## src/rtl/imem_loader_if.sv

```systemverilog
// rtl/imem_loader_if.sv - instruction memory write port driven by the boot loader
interface imem_loader_if;
    logic        imem_we;
    logic [31:0] imem_addr;
    logic [31:0] imem_wdata;

    modport master (output imem_we, output imem_addr, output imem_wdata);
    modport slave  (input  imem_we, input  imem_addr, input  imem_wdata);
endinterface

```

## src/rtl/imem_loader.sv

```systemverilog
// rtl/imem_loader.sv - UART boot loader that fills instruction memory while holding the CPU
module imem_loader #(
    parameter int CLKS_PER_BIT = 434,
    parameter int MAX_WORDS    = 256
) (
    input  logic                clk,
    input  logic                reset,
    input  logic                rx,
    imem_loader_if.master       imem,
    output logic                cpu_hold,
    output logic                load_done,
    output logic                load_err,
    output logic [15:0]         words_loaded
);

    localparam int CW = $clog2(CLKS_PER_BIT + 1);
    localparam logic [CW-1:0] HALF_M1 = CW'(CLKS_PER_BIT / 2 - 1);
    localparam logic [CW-1:0] BIT_M1  = CW'(CLKS_PER_BIT - 1);

    localparam logic [1:0] RX_IDLE  = 2'd0;
    localparam logic [1:0] RX_START = 2'd1;
    localparam logic [1:0] RX_DATA  = 2'd2;
    localparam logic [1:0] RX_STOP  = 2'd3;

    localparam logic [2:0] LD_IDLE   = 3'd0;
    localparam logic [2:0] LD_LEN_LO = 3'd1;
    localparam logic [2:0] LD_LEN_HI = 3'd2;
    localparam logic [2:0] LD_DATA   = 3'd3;
    localparam logic [2:0] LD_WRITE  = 3'd4;
    localparam logic [2:0] LD_DONE   = 3'd5;
    localparam logic [2:0] LD_ERR    = 3'd6;

    localparam logic [7:0] SYNC_BYTE = 8'hA5;

    logic          rx_meta_q, rx_sync_q, rx_prev_q;
    logic [1:0]    rx_state_q, rx_state_d;
    logic [CW-1:0] cnt_q, cnt_d;
    logic [2:0]    bit_q, bit_d;
    logic [7:0]    shift_q, shift_d;
    logic          byte_valid, frame_err;

    logic [2:0]    ld_state_q, ld_state_d;
    logic [15:0]   n_q, n_d;
    logic [15:0]   n_new;
    logic [15:0]   widx_q, widx_d;
    logic [15:0]   wl_q, wl_d;
    logic [1:0]    bidx_q, bidx_d;
    logic [31:0]   word_q, word_d;
    logic          hold_q, hold_d;
    logic          err_q, err_d;

    // Synchronizer idles high so reset release never looks like a start edge.
    always_ff @(posedge clk or negedge reset) begin
        if (!reset) begin
            rx_meta_q <= 1'b1;
            rx_sync_q <= 1'b1;
            rx_prev_q <= 1'b1;
        end else begin
            rx_meta_q <= rx;
            rx_sync_q <= rx_meta_q;
            rx_prev_q <= rx_sync_q;
        end
    end

    always_comb begin
        rx_state_d = rx_state_q;
        cnt_d      = cnt_q;
        bit_d      = bit_q;
        shift_d    = shift_q;
        byte_valid = 1'b0;
        frame_err  = 1'b0;
        case (rx_state_q)
            RX_IDLE: begin
                if (!rx_sync_q && rx_prev_q) begin
                    rx_state_d = RX_START;
                    cnt_d      = HALF_M1;
                end
            end
            RX_START: begin
                if (cnt_q != '0) begin
                    cnt_d = cnt_q - 1'b1;
                end else if (rx_sync_q) begin
                    rx_state_d = RX_IDLE;
                end else begin
                    rx_state_d = RX_DATA;
                    cnt_d      = BIT_M1;
                    bit_d      = 3'd0;
                end
            end
            RX_DATA: begin
                if (cnt_q != '0) begin
                    cnt_d = cnt_q - 1'b1;
                end else begin
                    shift_d = {rx_sync_q, shift_q[7:1]};
                    cnt_d   = BIT_M1;
                    if (bit_q == 3'd7) rx_state_d = RX_STOP;
                    else               bit_d      = bit_q + 3'd1;
                end
            end
            default: begin
                if (cnt_q != '0) begin
                    cnt_d = cnt_q - 1'b1;
                end else begin
                    byte_valid = rx_sync_q;
                    frame_err  = !rx_sync_q;
                    rx_state_d = RX_IDLE;
                end
            end
        endcase
    end

    always_ff @(posedge clk or negedge reset) begin
        if (!reset) begin
            rx_state_q <= RX_IDLE;
            cnt_q      <= '0;
            bit_q      <= '0;
            shift_q    <= '0;
        end else begin
            rx_state_q <= rx_state_d;
            cnt_q      <= cnt_d;
            bit_q      <= bit_d;
            shift_q    <= shift_d;
        end
    end

    assign n_new = {shift_q, n_q[7:0]};

    always_comb begin
        ld_state_d = ld_state_q;
        n_d        = n_q;
        widx_d     = widx_q;
        wl_d       = wl_q;
        bidx_d     = bidx_q;
        word_d     = word_q;
        hold_d     = hold_q;
        err_d      = err_q;
        case (ld_state_q)
            LD_IDLE: begin
                if (byte_valid && shift_q == SYNC_BYTE) begin
                    ld_state_d = LD_LEN_LO;
                    err_d      = 1'b0;
                    wl_d       = '0;
                    hold_d     = 1'b1;
                end
            end
            LD_LEN_LO: begin
                if (frame_err) begin
                    ld_state_d = LD_ERR;
                    err_d      = 1'b1;
                end else if (byte_valid) begin
                    n_d[7:0]   = shift_q;
                    ld_state_d = LD_LEN_HI;
                end
            end
            LD_LEN_HI: begin
                if (frame_err) begin
                    ld_state_d = LD_ERR;
                    err_d      = 1'b1;
                end else if (byte_valid) begin
                    n_d = n_new;
                    if (n_new == 16'd0 || n_new > 16'(MAX_WORDS)) begin
                        ld_state_d = LD_ERR;
                        err_d      = 1'b1;
                    end else begin
                        ld_state_d = LD_DATA;
                        bidx_d     = 2'd0;
                        widx_d     = '0;
                    end
                end
            end
            LD_DATA: begin
                if (frame_err) begin
                    ld_state_d = LD_ERR;
                    err_d      = 1'b1;
                end else if (byte_valid) begin
                    word_d[bidx_q*8 +: 8] = shift_q;
                    bidx_d = bidx_q + 2'd1;
                    if (bidx_q == 2'd3) ld_state_d = LD_WRITE;
                end
            end
            LD_WRITE: begin
                widx_d = widx_q + 16'd1;
                wl_d   = wl_q + 16'd1;
                if (widx_q + 16'd1 == n_q) begin
                    ld_state_d = LD_DONE;
                    hold_d     = 1'b0;
                end else begin
                    ld_state_d = LD_DATA;
                end
            end
            default: ld_state_d = LD_IDLE;
        endcase
    end

    always_ff @(posedge clk or negedge reset) begin
        if (!reset) begin
            ld_state_q <= LD_IDLE;
            n_q        <= '0;
            widx_q     <= '0;
            wl_q       <= '0;
            bidx_q     <= '0;
            word_q     <= '0;
            hold_q     <= 1'b0;
            err_q      <= 1'b0;
        end else begin
            ld_state_q <= ld_state_d;
            n_q        <= n_d;
            widx_q     <= widx_d;
            wl_q       <= wl_d;
            bidx_q     <= bidx_d;
            word_q     <= word_d;
            hold_q     <= hold_d;
            err_q      <= err_d;
        end
    end

    assign imem.imem_we    = (ld_state_q == LD_WRITE);
    assign imem.imem_addr  = imem.imem_we ? {14'd0, widx_q, 2'b00} : 32'd0;
    assign imem.imem_wdata = imem.imem_we ? word_q : 32'd0;
    assign load_done       = (ld_state_q == LD_DONE);
    assign cpu_hold        = hold_q;
    assign load_err        = err_q;
    assign words_loaded    = wl_q;

endmodule

```

## src/flat_wrapper.sv

```systemverilog
// flat-port wrapper written by rule: the top's interface ports become plain ports
module imem_loader_flat 
#(
    parameter int CLKS_PER_BIT = 434,
    parameter int MAX_WORDS    = 256
)
  (clk, reset, rx, cpu_hold, load_done, load_err, words_loaded, imem_imem_we, imem_imem_addr, imem_imem_wdata);
  imem_loader_if imem_i ();
  input  logic clk;
  input  logic reset;
  input  logic rx;
  output logic cpu_hold;
  output logic load_done;
  output logic load_err;
  output logic [15:0] words_loaded;
  output wire logic [$bits(imem_i.imem_we)-1:0] imem_imem_we;
  output wire logic [$bits(imem_i.imem_addr)-1:0] imem_imem_addr;
  output wire logic [$bits(imem_i.imem_wdata)-1:0] imem_imem_wdata;
  assign imem_imem_we = imem_i.imem_we;
  assign imem_imem_addr = imem_i.imem_addr;
  assign imem_imem_wdata = imem_i.imem_wdata;
  imem_loader #(.CLKS_PER_BIT(CLKS_PER_BIT), .MAX_WORDS(MAX_WORDS)) u_core (.clk(clk), .reset(reset), .rx(rx), .imem(imem_i), .cpu_hold(cpu_hold), .load_done(load_done), .load_err(load_err), .words_loaded(words_loaded));
endmodule
```

## config.mk

```make
export PLATFORM = sky130hd
export DESIGN_NAME = imem_loader_flat
export DESIGN_NICKNAME = d
export VERILOG_FILES = /design/src/rtl/imem_loader_if.sv /design/src/rtl/imem_loader.sv /design/src/flat_wrapper.sv
export SDC_FILE = /design/constraint.sdc
export NUM_CORES = 1
export LEC_CHECK = 0
export CAP_MARGIN = 0
export CORE_MARGIN = 2
export CORE_UTILIZATION = 50
export CTS_CLUSTER_DIAMETER = 80
export DETAILED_ROUTE_END_ITERATION = 16
export GPL_ROUTABILITY_DRIVEN = 0
export PLACE_DENSITY_LB_ADDON = 0.25
export SLEW_MARGIN = 20
export SYNTH_ARGS = -nofsm -noshare
export SYNTH_HDL_FRONTEND = slang
export SYNTH_SLANG_ARGS = --single-unit
```

## constraint.sdc

```tcl
create_clock -name clk -period 6.5 [get_ports clk]
set_input_delay 1.3 -clock clk [delete_from_list [all_inputs] [get_ports clk]]
set_output_delay 1.3 -clock clk [all_outputs]
set_load 0.01 [all_outputs]
```

## Word level (Yosys, flattened, before mapping)

Index checks and enable logic that the tools add are counted.

| operators by class | value |
|---|---|
| add/sub/neg operators | 6 |
| $mul | 0 |
| div/mod/pow operators | 0 |
| $lt $le $gt $ge | 1 |
| equal/unequal tests | 32 |
| shift-type cells | 2 |
| mux-type cells | 61 |
| bitwise logic cells | 3 |
| reduce and logical (&&, ||, !) cells | 29 |

Operators with widths:

| kind | number |
|---|---|
| 2-to-1 mux 16 bit | 4 |
| one-hot mux 16 bit (2 select lines) | 2 |
| 2-to-1 mux 9 bit | 5 |
| 2-to-1 mux 3 bit | 14 |
| negation 5 -> 34 bit | 1 |
| variable shift 8 x 34 -> 32 bit (first input constant) | 1 |
| indexed part select 8 x 34 -> 32 bit | 1 |
| adder 16 x 1 -> 16 bit (second input constant) | 2 |
| bitwise mux 32 bit | 1 |
| 2-to-1 mux 32 bit | 1 |
| one-hot mux 9 bit (3 select lines) | 1 |
| 2-to-1 mux 8 bit | 3 |
| 2-to-1 mux 2 bit | 11 |
| AND reduction 5 bit | 4 |
| 2-to-1 mux 18 bit | 1 |
| inequality test 2 bit (second input constant) | 9 |
| == test 16 bit | 1 |
| greater-than comparator 16 x 9 -> 1 bit (second input constant) | 1 |
| logical NOT 16 bit | 1 |
| one-hot mux 8 bit (2 select lines) | 1 |
| inequality test 3 x 1 -> 1 bit (second input constant) | 5 |
| one-hot mux 3 bit (5 select lines) | 1 |
| inequality test 2 x 1 -> 1 bit (second input constant) | 6 |
| AND reduction 3 bit | 4 |
| other kinds (31) | 53 |

| word-level totals | value |
|---|---|
| register bits | 112 |
| bits in latches | 0 |
| memory bits (writable) | 0 |
| bits in read-only memories | 0 |
| input port bits | 3 |
| output and inout bits | 84 |
| word-level logic and storage cells | 150 |
| memories kept | 0 |

## Depth between registers and ports, before layout

Gate-level depths: netlist of run 1.

| logic depth | value |
|---|---|
| depth after elaboration | 6 |
| mapped depth | 9 |
| mapped depth without buffers | 8 |

## Worst setup path before layout of run 1

No wires, ideal clock.

| path | value |
|---|---|
| path kind | reg2out |
| start point | reg u_core.ld_state_q[0] |
| end point | out imem_imem_addr[11] |
| data arrival time | 1.483 ns |
| data required time | 5.200 ns |
| setup slack | 3.717 ns |
| stages on the path, launching flop included | 6 |
| buffers on the path | 3 |
| cell sequence | dfrtp_1 clkbuf_1 nor2_1 clkbuf_1 clkbuf_1 and3_1 |

| between the ends | value |
|---|---|
| word-level cells in the longest chain between the ends | 2 |

Ends and longest elaborated chain:

| element | line | text |
|---|---|---|
| start, declared | imem_loader.sv:42 | `logic [2:0] ld_state_q, ld_state_d;` |
| start signal, assigned | imem_loader.sv:206 | `ld_state_q <= ld_state_d;` |
| == test 3 bit | imem_loader.sv:217 | `assign imem.imem_we = (ld_state_q == LD_WRITE);` |
| 2-to-1 mux 18 bit | imem_loader.sv:218 | `assign imem.imem_addr = imem.imem_we ? {14'd0, widx_q, 2'b00} : 32'd0;` |
| end, declared | flat_wrapper.sv:17 | `output wire logic [$bits(imem_i.imem_addr)-1:0] imem_imem_addr;` |

Every way passes these cells.

## Final worst setup path of run 1

| path | value |
|---|---|
| start point | reg u_core.ld_state_q[0] |
| end point | out imem_imem_we |

| between the ends | value |
|---|---|
| word-level cells in the longest chain between the ends | 1 |

Ends and longest elaborated chain:

| element | line | text |
|---|---|---|
| == test 3 bit | imem_loader.sv:217 |  |
| end, declared | flat_wrapper.sv:16 | `output wire logic [$bits(imem_i.imem_we)-1:0] imem_imem_we;` |

Every way passes these cells.

==> qor.txt, run 1 <==
kind of critical path - flop to output port
setup_tns - 0 ns
peak supply drop - 0.145 mV
Clock Power Share - 35.3%
per-cell routed wire length - 16.0 um
FMAX - 259 MHz
Unique masters post-synth - 61
Post-Route WL - 14500 um
drt drc - 0
antenna violations before repair - 0
number of iterations in the first detailed-routing pass - 5
Setup Skew - 0.0135 ns
CTS resizes - 0
Hold Slack - 0.358 ns
total die area - 0.0134 sq mm
crit-path max FO - 26
yosys warns - 0
first-pass GRT wire length - 24400 um
Max-slew headroom - 37.6%
antenna viol nets, final - 0
CTS tree - built
Num CTS Buffers - 9
diode count - 0
share of layout cells above drive strength 1 - 8.29%
Period Utilization, post-route - 59.4%
Core ar. - 0.0121 sq mm
hpwl dp - 9770 um
clock slew at reported path FFs - 0.07 ns
via count - 5216
Worst Path Arrival - 2.56 ns
Startpoint Class - flop
H-tree depth - 3
Main synth FF type - dfrtp_1
vias in the first global route - 4803
RSZ-0062 raised after global routing - false
crit path time final - 3.86 ns
initial DRC count - 559
number of fill cells - 1079
register area share after synthesis - 44.8%
Seq pwr share - 47.2%
clk buf depth - 2
Clock Tree Root - clkbuf_16
Net Sw Power - 0.502 mW
pwr dens - 227 mW/mm^2
floorplan row count - 40
CP max stage delay - 0.69 ns
largest net degree at the start of global routing - 58
pin slew with the least headroom to its limit - 0.934 ns
max_cap viols - 0
Hold Fails Final Rpt - 0
Die Y - 116 um
Logic pwr share - 17.5%
Post-Synthesis Cell Area - 0.00626 sq mm
Finish-stage setup viols - 0
slowest stage cell, crit path - clkdlybuf4s50_1
routed vias/inst - 5.77
Storage cell area - 0.00281 sq mm
Hold Crit Class - flop to flop
CP Data Required Time - 5.20 ns
PortBufs - 70
syn avg cell area - 9.09 sq um
total global-route track usage - 22.7%
Switching Share - 30.4%
worst path cell trace - inv_1, nand2_1, clkinv_1, clkdlybuf4s50_1
Syn Inst Count - 689
# IOs - 87
FFs w/ async S/R, synth - 100%
Post-synth EDFFs - 0
global route overflow - 0
worst skew pair latency - 0.36 ns
Initial Utilization - 51.7%
footprint of the multi-input gates - 0.00315 sq mm
Layout area overhead - 16.0%
Pint - 1.15 mW
Die X - 116 um
Sink Count - 112
register bit total from synthesis - 112
Slew Viols, Final - 0
Static Leak - 3.17 nW
Final #Nets - 750
Post-CTS Setup Inserts - 0
endpoint type of the worst setup path - output port
outcome - finished clean
CTS Hold Bufs - 0
==> final timing paths <==
path / from / to / slack, ns / cells past startpoint
max in group asynchronous: reset / u_core.word_q[11] / 4.29 / 2
hold / removal: u_core.rx_meta_q / u_core.rx_sync_q / 0.36 / 0
setup reg to reg: u_core.cnt_q[0] / u_core.word_q[26] / 3.55 / 8
setup / recovery: u_core.ld_state_q[0] / imem_imem_we / 2.64 / 4
hold reg to reg: u_core.rx_meta_q / u_core.rx_sync_q / 0.36 / 0
min in group asynchronous: reset / u_core.words_loaded[13] / 1.00 / 1
==> Yosys cell counts, types with 8 or more instances <==
library cell	n	area share, %
nor2_1	42	2.5
a21oi_1	21	1.7
nand3_1	20	1.6
a31oi_1	18	1.8
ha_1	16	3.2
o31ai_1	8	0.96
xnor2_1	19	2.7
nand4_1	10	1.0
o21ai_1	16	1.3
o21ai_0	49	3.9
clkbuf_1	24	1.4
inv_1	16	0.96
dfrtp_1	109	44
nor3_1	17	1.4
buf_4	16	1.9
nand2_1	108	6.5
mux2_2	25	4.5
and3_1	50	5.0
buf_2	11	0.88
==> routing by layer <==
layer | track usage [%] | part of all wire, %
met5 | 0 | 0
met4 | 6.19 | 1.4
met3 | 4.45 | 5.7
met2 | 36.1 | 47
met1 | 32.0 | 45
==> power groups by stage <==
stage	clock network (mW)	registers (mW)	logic (mW)
2_1_floorplan	0	0.775	0.233
3_3_place_gp	0	0.788	0.271
3_5_place_dp	0	0.792	0.285
4_1_cts	0.592	0.778	0.287
5_1_grt	0.621	0.785	0.327
6_report	0.583	0.779	0.289
==> final cells by class <==
cell class	instances	area share, %
multi-input cells	517	43.3
flip-flops and latches	112	38.6
repair buffers	74	10.0
clock buffers	9	3.10
well taps	168	2.89
clock inverters	7	1.15
inverters	17	0.878
==> worst max-delay path, delay by kind of cell, from the launching register on <==
family                 cells  cell delay [ns]
flip-flops                 1             0.56
AND/OR/NAND/NOR            1             0.13
buffers and inverters      3             1.51
==> kinds of logic after synthesis <==
family,synth area share [%]
AND/OR/NAND/NOR,23.7
AO/OA/AOI/OAI,14.0
flip-flops,44.8
buffers and inverters,5.92
XOR/XNOR,3.64
multiplexers,4.66
adder cells (fa/ha/maj),3.20
other,0.0599
==> sequential cells by signal, indices dropped and copies added (netlist names), 2 cells and up <==
| register | cells |
|---|---|
| u_core.bit_q | 3 |
| u_core.n_q | 16 |
| u_core.cnt_q | 9 |
| u_core.word_q | 32 |
| u_core.shift_q | 8 |
| u_core.words_loaded | 16 |
| u_core.bidx_q | 2 |
| u_core.widx_q | 16 |
| u_core.rx_state_q | 2 |
| u_core.ld_state_q | 3 |
==> placed cells by master, fill, tap and decap left out, types with 4 or more instances in the layout <==
master / instances
o21ai_0: 49
a21oi_1: 21
a22o_1: 5
nor3_1: 17
nor4_1: 6
a31oi_1: 18
o22a_1: 4
nand4_1: 10
clkbuf_16: 9
nand3_1: 20
conb_1: 16
o31ai_1: 8
o21ai_1: 15
xnor2_1: 19
clkdlybuf4s50_1: 69
nor2_1: 41
nor3b_1: 5
ha_1: 16
buf_4: 5
dfrtp_1: 109
nand2_1: 108
and3_1: 50
inv_1: 16
xor2_1: 7
nor4b_1: 4
mux2_2: 25
==> through the flow <==
step	std cells	cell area, sq um	setup slack, ns	utilization [%]	power (mW)
floorplan	704	6320	3.72	-	1.01
global placement	888	6950	3.16	57.4	1.06
detailed placement	888	6950	3.06	57.4	1.08
CTS	904	7260	2.66	59.9	1.66
global route	904	7260	2.45	60.0	1.73
finish	904	7260	2.64	60.0	1.65
(Power assumes the default switching activity.)
==> inputs of run 2 (changes only) <==
==> constraint.sdc (replaced) <==
create_clock -name clk -period 3.9 [get_ports clk]
set_input_delay 0.78 -clock clk [delete_from_list [all_inputs] [get_ports clk]]
set_output_delay 0.78 -clock clk [all_outputs]
set_load 0.01 [all_outputs]
==> run 2 against run 1 <==
  * Cell area is essentially flat
  * Total power is 63% higher
  * Non-clock buffer count grew 4
  * Critical endpoint unchanged
  * Largest cell class unchanged
  * Critical path depth up 1
==> qor.txt, run 2 (synthesized netlist as in run 1, its figures left out) <==
outcome - finished clean
total die area - 0.0134 sq mm (unchanged)
crit-path max FO - 26 (unchanged)
Die X - 116 um (unchanged)
largest register by flop count - u_core.word_q
Largest register FFs - 32 (unchanged)
max_cap viols - 0 (unchanged)
commonest non-fill, non-tap cell in the layout - dfrtp_1
Hold Fails Final Rpt - 0 (unchanged)
PortBufs - 70 (unchanged)
# IOs - 87 (unchanged)
FMAX - 339 MHz
Post-Route WL - 14900 um (+3.0%)
CP Data Required Time - 3.12 ns (-2.08 ns)
Initial Utilization - 51.7% (unchanged)
total global-route track usage - 23.2% (+0.47 points)
drt drc - 0 (unchanged)
setup_tns - 0 ns (unchanged)
H-tree depth - 3 (unchanged)
diode count - 0 (unchanged)
global route overflow - 0 (unchanged)
antenna violations before repair - 0 (unchanged)
Startpoint Class - flop
Max-slew headroom - 42.0% (+4.4 points)
delay-heaviest family, CP - buffers and inverters
Worst Path Arrival - 2.17 ns (-0.39 ns)
floorplan row count - 40 (unchanged)
Finish-stage setup viols - 0 (unchanged)
Static Leak - 3.17 nW (about the same)
pin slew with the least headroom to its limit - 0.868 ns (-0.0661 ns)
Num CTS Buffers - 9 (unchanged)
hpwl dp - 10000 um (+2.6%)
routed vias/inst - 5.67 (-1.7%)
pwr dens - 371 mW/mm^2 (+63%)
Sink Count - 112 (unchanged)
Pint - 1.85 mW (+61%)
clk buf depth - 2 (unchanged)
Slew Viols, Final - 0 (unchanged)
Period Utilization, post-route - 75.5%
via count - 5148 (-1.3%)
RSZ-0062 raised after global routing - false
final worst setup slack - 0.954 ns (-1.68 ns)
endpoint type of the worst setup path - output port
reg2reg setup slack - 1.02 ns (-2.53 ns)
commonest cells after routing, fill and taps aside - dfrtp_1, nand2_1, clkdlybuf4s50_1
Final Total Pwr - 2.69 mW (+63%)
Switching Share - 31.2% (+0.85 points)
crit path time final - 2.95 ns
antenna viol nets, final - 0 (unchanged)
Hold Crit Class - flop to flop
CP Buf/Inv Count - 3 (unchanged)
kind of critical path - flop to output port
per-cell routed wire length - 16.4 um (+2.5%)
Net Sw Power - 0.841 mW (+68%)
Seq pwr share - 48.3% (+1.1 points)
clock slew at reported path FFs - 0.07 ns (about the same)
Logic pwr share - 18.4% (+0.9 points)
worst path cell trace - nor2b_1, nand2_1, clkinv_1, buf_4, clkdlybuf4s50_1
slowest stage cell, crit path - clkdlybuf4s50_1
post-layout util - 60.0% (about the same)
Final #Nets - 754 (+0.53%)
DP Worst Slack - 1.02 ns (-2.04 ns)
peak supply drop - 0.221 mV (+53%)
vias in the first global route - 4882 (+1.6%)
worst skew pair latency - 0.36 ns (about the same)
largest net degree at the start of global routing - 66 (+14%)
share of layout cells above drive strength 1 - 8.51% (+0.23 points)
CTS Hold Bufs - 0 (unchanged)
Clock Power Share - 33.2% (-2.1 points)
Clock Tree Root - clkbuf_16
number of iterations in the first detailed-routing pass - 7 (+2)
Core ar. - 0.0121 sq mm (unchanged)
Post-CTS Setup Inserts - 0 (unchanged)
CP max stage delay - 0.60 ns (-0.09 ns)
initial DRC count - 463 (-17%)
first-pass GRT wire length - 24500 um (+0.54%)
CTS resizes - 0 (unchanged)
Die Y - 116 um (unchanged)
Setup Skew - 0.0128 ns (-0.000652 ns)
Layout area overhead - 16.0% (about the same)
CTS tree - built
==> run 2: worst register-to-register path: cells and delay by family, from the launching register on <==
family	cells	cell delay, ns
AOI/OAI and AO/OA	1	0.09
adders and majority gates	1	0.13
buffers and inverters	1	0.09
DFF	1	0.41
and+or+nand+nor	5	2.02
==> run 2: metal layers <==
metal | GRT usage (%) | share of wire (%) | up-vias
li1 | - | - | 2498
met5 | 0 | 0 | -
met4 | 6.83 | 1.4 | 0
met1 | 31.8 | 47 | 2482
met3 | 4.81 | 4.5 | 19
met2 | 37.5 | 47 | 149
==> run 2: area by class of cell <==
| cell class | count | area (sq um) |
|---|---|---|
| inverters | 17 | 63.8 |
| clock buffers | 10 | 229 |
| flip-flops and latches | 112 | 2810 |
| multi-input cells | 517 | 3140 |
| fillers | 1030 | 4850 |
| clock inverters | 6 | 55.1 |
| well taps | 168 | 210 |
| repair buffers | 78 | 758 |
==> run 2: path summary, 6_finish.rpt <==
kind                                      startpoint                 endpoint  cells past startpoint
worst max register to register       u_core.cnt_q[0]        u_core.word_q[16]                      8
worst min-delay path                u_core.rx_meta_q         u_core.rx_sync_q                      0
worst min register to register      u_core.rx_meta_q         u_core.rx_sync_q                      0
worst max-delay path            u_core.ld_state_q[1]             imem_imem_we                      5
min in group asynchronous                      reset  u_core.words_loaded[12]                      1
max in group asynchronous                      reset         u_core.rx_prev_q                      2
==> run 2: power groups by stage <==
stage                     clock network (mW)  logic [mW]  registers, mW
after detailed placement                   0       0.487           1.32
after floorplan                            0       0.388           1.29
final                                  0.895       0.496           1.30
after global routing                   0.956       0.561           1.31
after global placement                     0       0.462           1.31
after CTS                              0.912       0.491           1.30
==> run 2: stage by stage <==
stage	cells	area [sq um]	hold WS [ns]
final	908	7270	0.358
after global routing	908	7270	0.364
after CTS	908	7270	0.358
after detailed placement	892	6980	0.347
after global placement	892	6980	0.346
after floorplan	704	6320	0.345
==> inputs of run 3 (changes only) <==
==> constraint.sdc (replaced) <==
create_clock -name clk -period 2.73 [get_ports clk]
set_input_delay 0.546 -clock clk [delete_from_list [all_inputs] [get_ports clk]]
set_output_delay 0.546 -clock clk [all_outputs]
set_load 0.01 [all_outputs]
==> run 3 against run 2 <==
  * Global-route usage grew 0.45 points
  * Total power grew 46%
  * Sequential power grew 43%
  * Setup slack lost 0.87 ns
  * Critical path type unchanged
  * Largest cell class unchanged
==> qor.txt, run 3 (synthesized netlist as in run 1, its figures left out) <==
outcome - finished clean
Critical Path Most Common Cell - buf_4
vias in the first global route - 5079 (+4.0%)
busiest grt layer - met2
Layout area overhead - 19.4%
via count - 5291 (+2.8%)
clock slew at reported path FFs - 0.08 ns (about the same)
Die Y - 116 um (unchanged)
Post-Route WL - 15100 um (+1.4%)
Initial Utilization - 51.7% (unchanged)
drt drc - 0 (unchanged)
worst skew pair latency - 0.36 ns (about the same)
Die X - 116 um (unchanged)
CP max stage delay - 0.55 ns (-0.05 ns)
pin slew with the least headroom to its limit - 0.655 ns (-0.213 ns)
pwr dens - 527 mW/mm^2 (+42%)
total global-route track usage - 23.6% (+0.45 points)
Static Leak - 3.29 nW (+4.0%)
H-tree depth - 3 (unchanged)
peak supply drop - 0.316 mV (+43%)
CTS tree - built
Final #Nets - 775 (+2.8%)
Num CTS Buffers - 9 (unchanged)
commonest cells after routing, fill and taps aside - dfrtp_1, nand2_1, clkdlybuf4s50_1
Finish-stage setup viols - 0 (unchanged)
# IOs - 87 (unchanged)
antenna viol nets, final - 0 (unchanged)
GR Layer Usage met1 - 32.3% (+0.52 points)
floorplan row count - 40 (unchanged)
global route overflow - 0 (unchanged)
crit path time final - 2.65 ns
Startpoint Class - flop
share of layout cells above drive strength 1 - 11.3% (+2.8 points)
Setup Skew - 0.0123 ns (-0.000517 ns)
commonest non-fill, non-tap cell in the layout - dfrtp_1
RSZ-0062 raised after global routing - false
hpwl dp - 10300 um (+3.2%)
R2R Path Start - u_core.widx_q[0]
largest net degree at the start of global routing - 57 (-14%)
largest register by flop count - u_core.word_q
met2 usage - 39.0% (+1.5 points)
diode count - 0 (unchanged)
Hold Crit Class - input pin to async pin
crit-path max FO - 24 (-7.7%)
antenna violations before repair - 0 (unchanged)
met3 Track Usage GR - 4.18% (-0.63 points)
Slew Viols, Final - 0 (unchanged)
Critical Path End - imem_imem_addr[10]
initial DRC count - 554 (+20%)
PortBufs - 70 (unchanged)
Worst R2R Path Depth - 7 (-1)
Period Utilization, post-route - 97.0%
clk buf depth - 2 (unchanged)
reg2reg end - u_core.ld_state_q[1]
Clock Tree Root - clkbuf_16
kind of critical path - flop to output port
total die area - 0.0134 sq mm (unchanged)
Hold Fails Final Rpt - 0 (unchanged)
Hold Slack - 0.205 ns (-0.153 ns)
CP Data Required Time - 2.18 ns (-0.94 ns)
reg2reg setup slack - 0.19 ns (-0.83 ns)
Core ar. - 0.0121 sq mm (unchanged)
slowest stage cell, crit path - clkdlybuf4s50_1
Worst setup startpoint - u_core.ld_state_q[1]
per-cell routed wire length - 16.3 um (-0.91%)
setup_tns - 0 ns (unchanged)
number of iterations in the first detailed-routing pass - 5 (-2)
max_cap viols - 0 (unchanged)
endpoint type of the worst setup path - output port
Max-slew headroom - 56.3% (+14 points)
CTS Hold Bufs - 0 (unchanged)
routed vias/inst - 5.70 (+0.45%)
FMAX - 378 MHz
Worst Path Arrival - 2.10 ns (-0.07 ns)
Post-CTS Setup Inserts - 0 (unchanged)
worst path cell trace - buf_4, nor2_2, buf_4, and3_1, clkdlybuf4s50_1
Sink Count - 112 (unchanged)
first-pass GRT wire length - 25200 um (+2.8%)
Largest register FFs - 32 (unchanged)
## run 3: cell count changes in the layout (fill, tap and decap cells not counted), sizes merged
cell / delta
clkbuf: -1
inv: +1
clkinv: +1
clkinvlp: -1
buf: +21
## run 3: layer usage
metal	part of all wire [%]	vias up
met5	0	-
met1	46	2546
li1	-	2545
met4	1.4	0
met3	4.8	25
met2	48	175
## run 3: through the flow
stage                     instance area (sq um)  total power, mW  cells  setup slack [ns]  utilization, %
final                                      7470             3.94    929            0.0823            61.7
after global placement                     7150             2.56    913             0.314            59.0
after global routing                       7470             4.13    929            0.0176            61.7
after floorplan                            6320             2.40    704             0.482               -
after CTS                                  7470             3.95    929            0.0595            61.7
after detailed placement                   7150             2.60    913             0.238            59.0
## run 3: timing repair
| action | CTS | global route |
|---|---|---|
| resized for setup | 0 | 2 |
| endpoints found under the hold margin | 0 | 0 |
| endpoints found under the setup margin | 0 | 4 |
## run 3: where the power goes
group	switching [mW]	total, mW	leakage (nW)	internal, mW
Sequential	0.112	1.86	1.54	1.74
Combinational	0.440	0.725	1.60	0.285
Clock	0.695	1.36	0.153	0.660
Total	1.25	3.94	3.29	2.69
## run 3: worst min path at each step
| stage | to | slack [ns] |
|---|---|---|
| after CTS | u_core.words_loaded[12] | 0.22 |
| after global routing | u_core.words_loaded[10] | 0.26 |
| after detailed placement | u_core.rx_sync_q | 0.35 |
| after floorplan | u_core.bidx_q[0] | 0.25 |
| final | u_core.words_loaded[10] | 0.21 |
| after global placement | u_core.rx_sync_q | 0.35 |
## run 3: critical path, delay by kind of cell, from the launching register on
family,cells,cell delay [ns]
DFF,1,0.38
buffers and inverters,3,0.97
and+or+nand+nor,2,0.38
## run 3: cell type report
class / instances / area, sq um
clock buffer: 9 / 225
sequential: 112 / 2810
timing repair buffer: 99 / 932
fill: 1029 / 4640
clock inverter: 7 / 90.1
multi-input combinational: 517 / 3150
tap: 168 / 210
inverter: 17 / 63.8
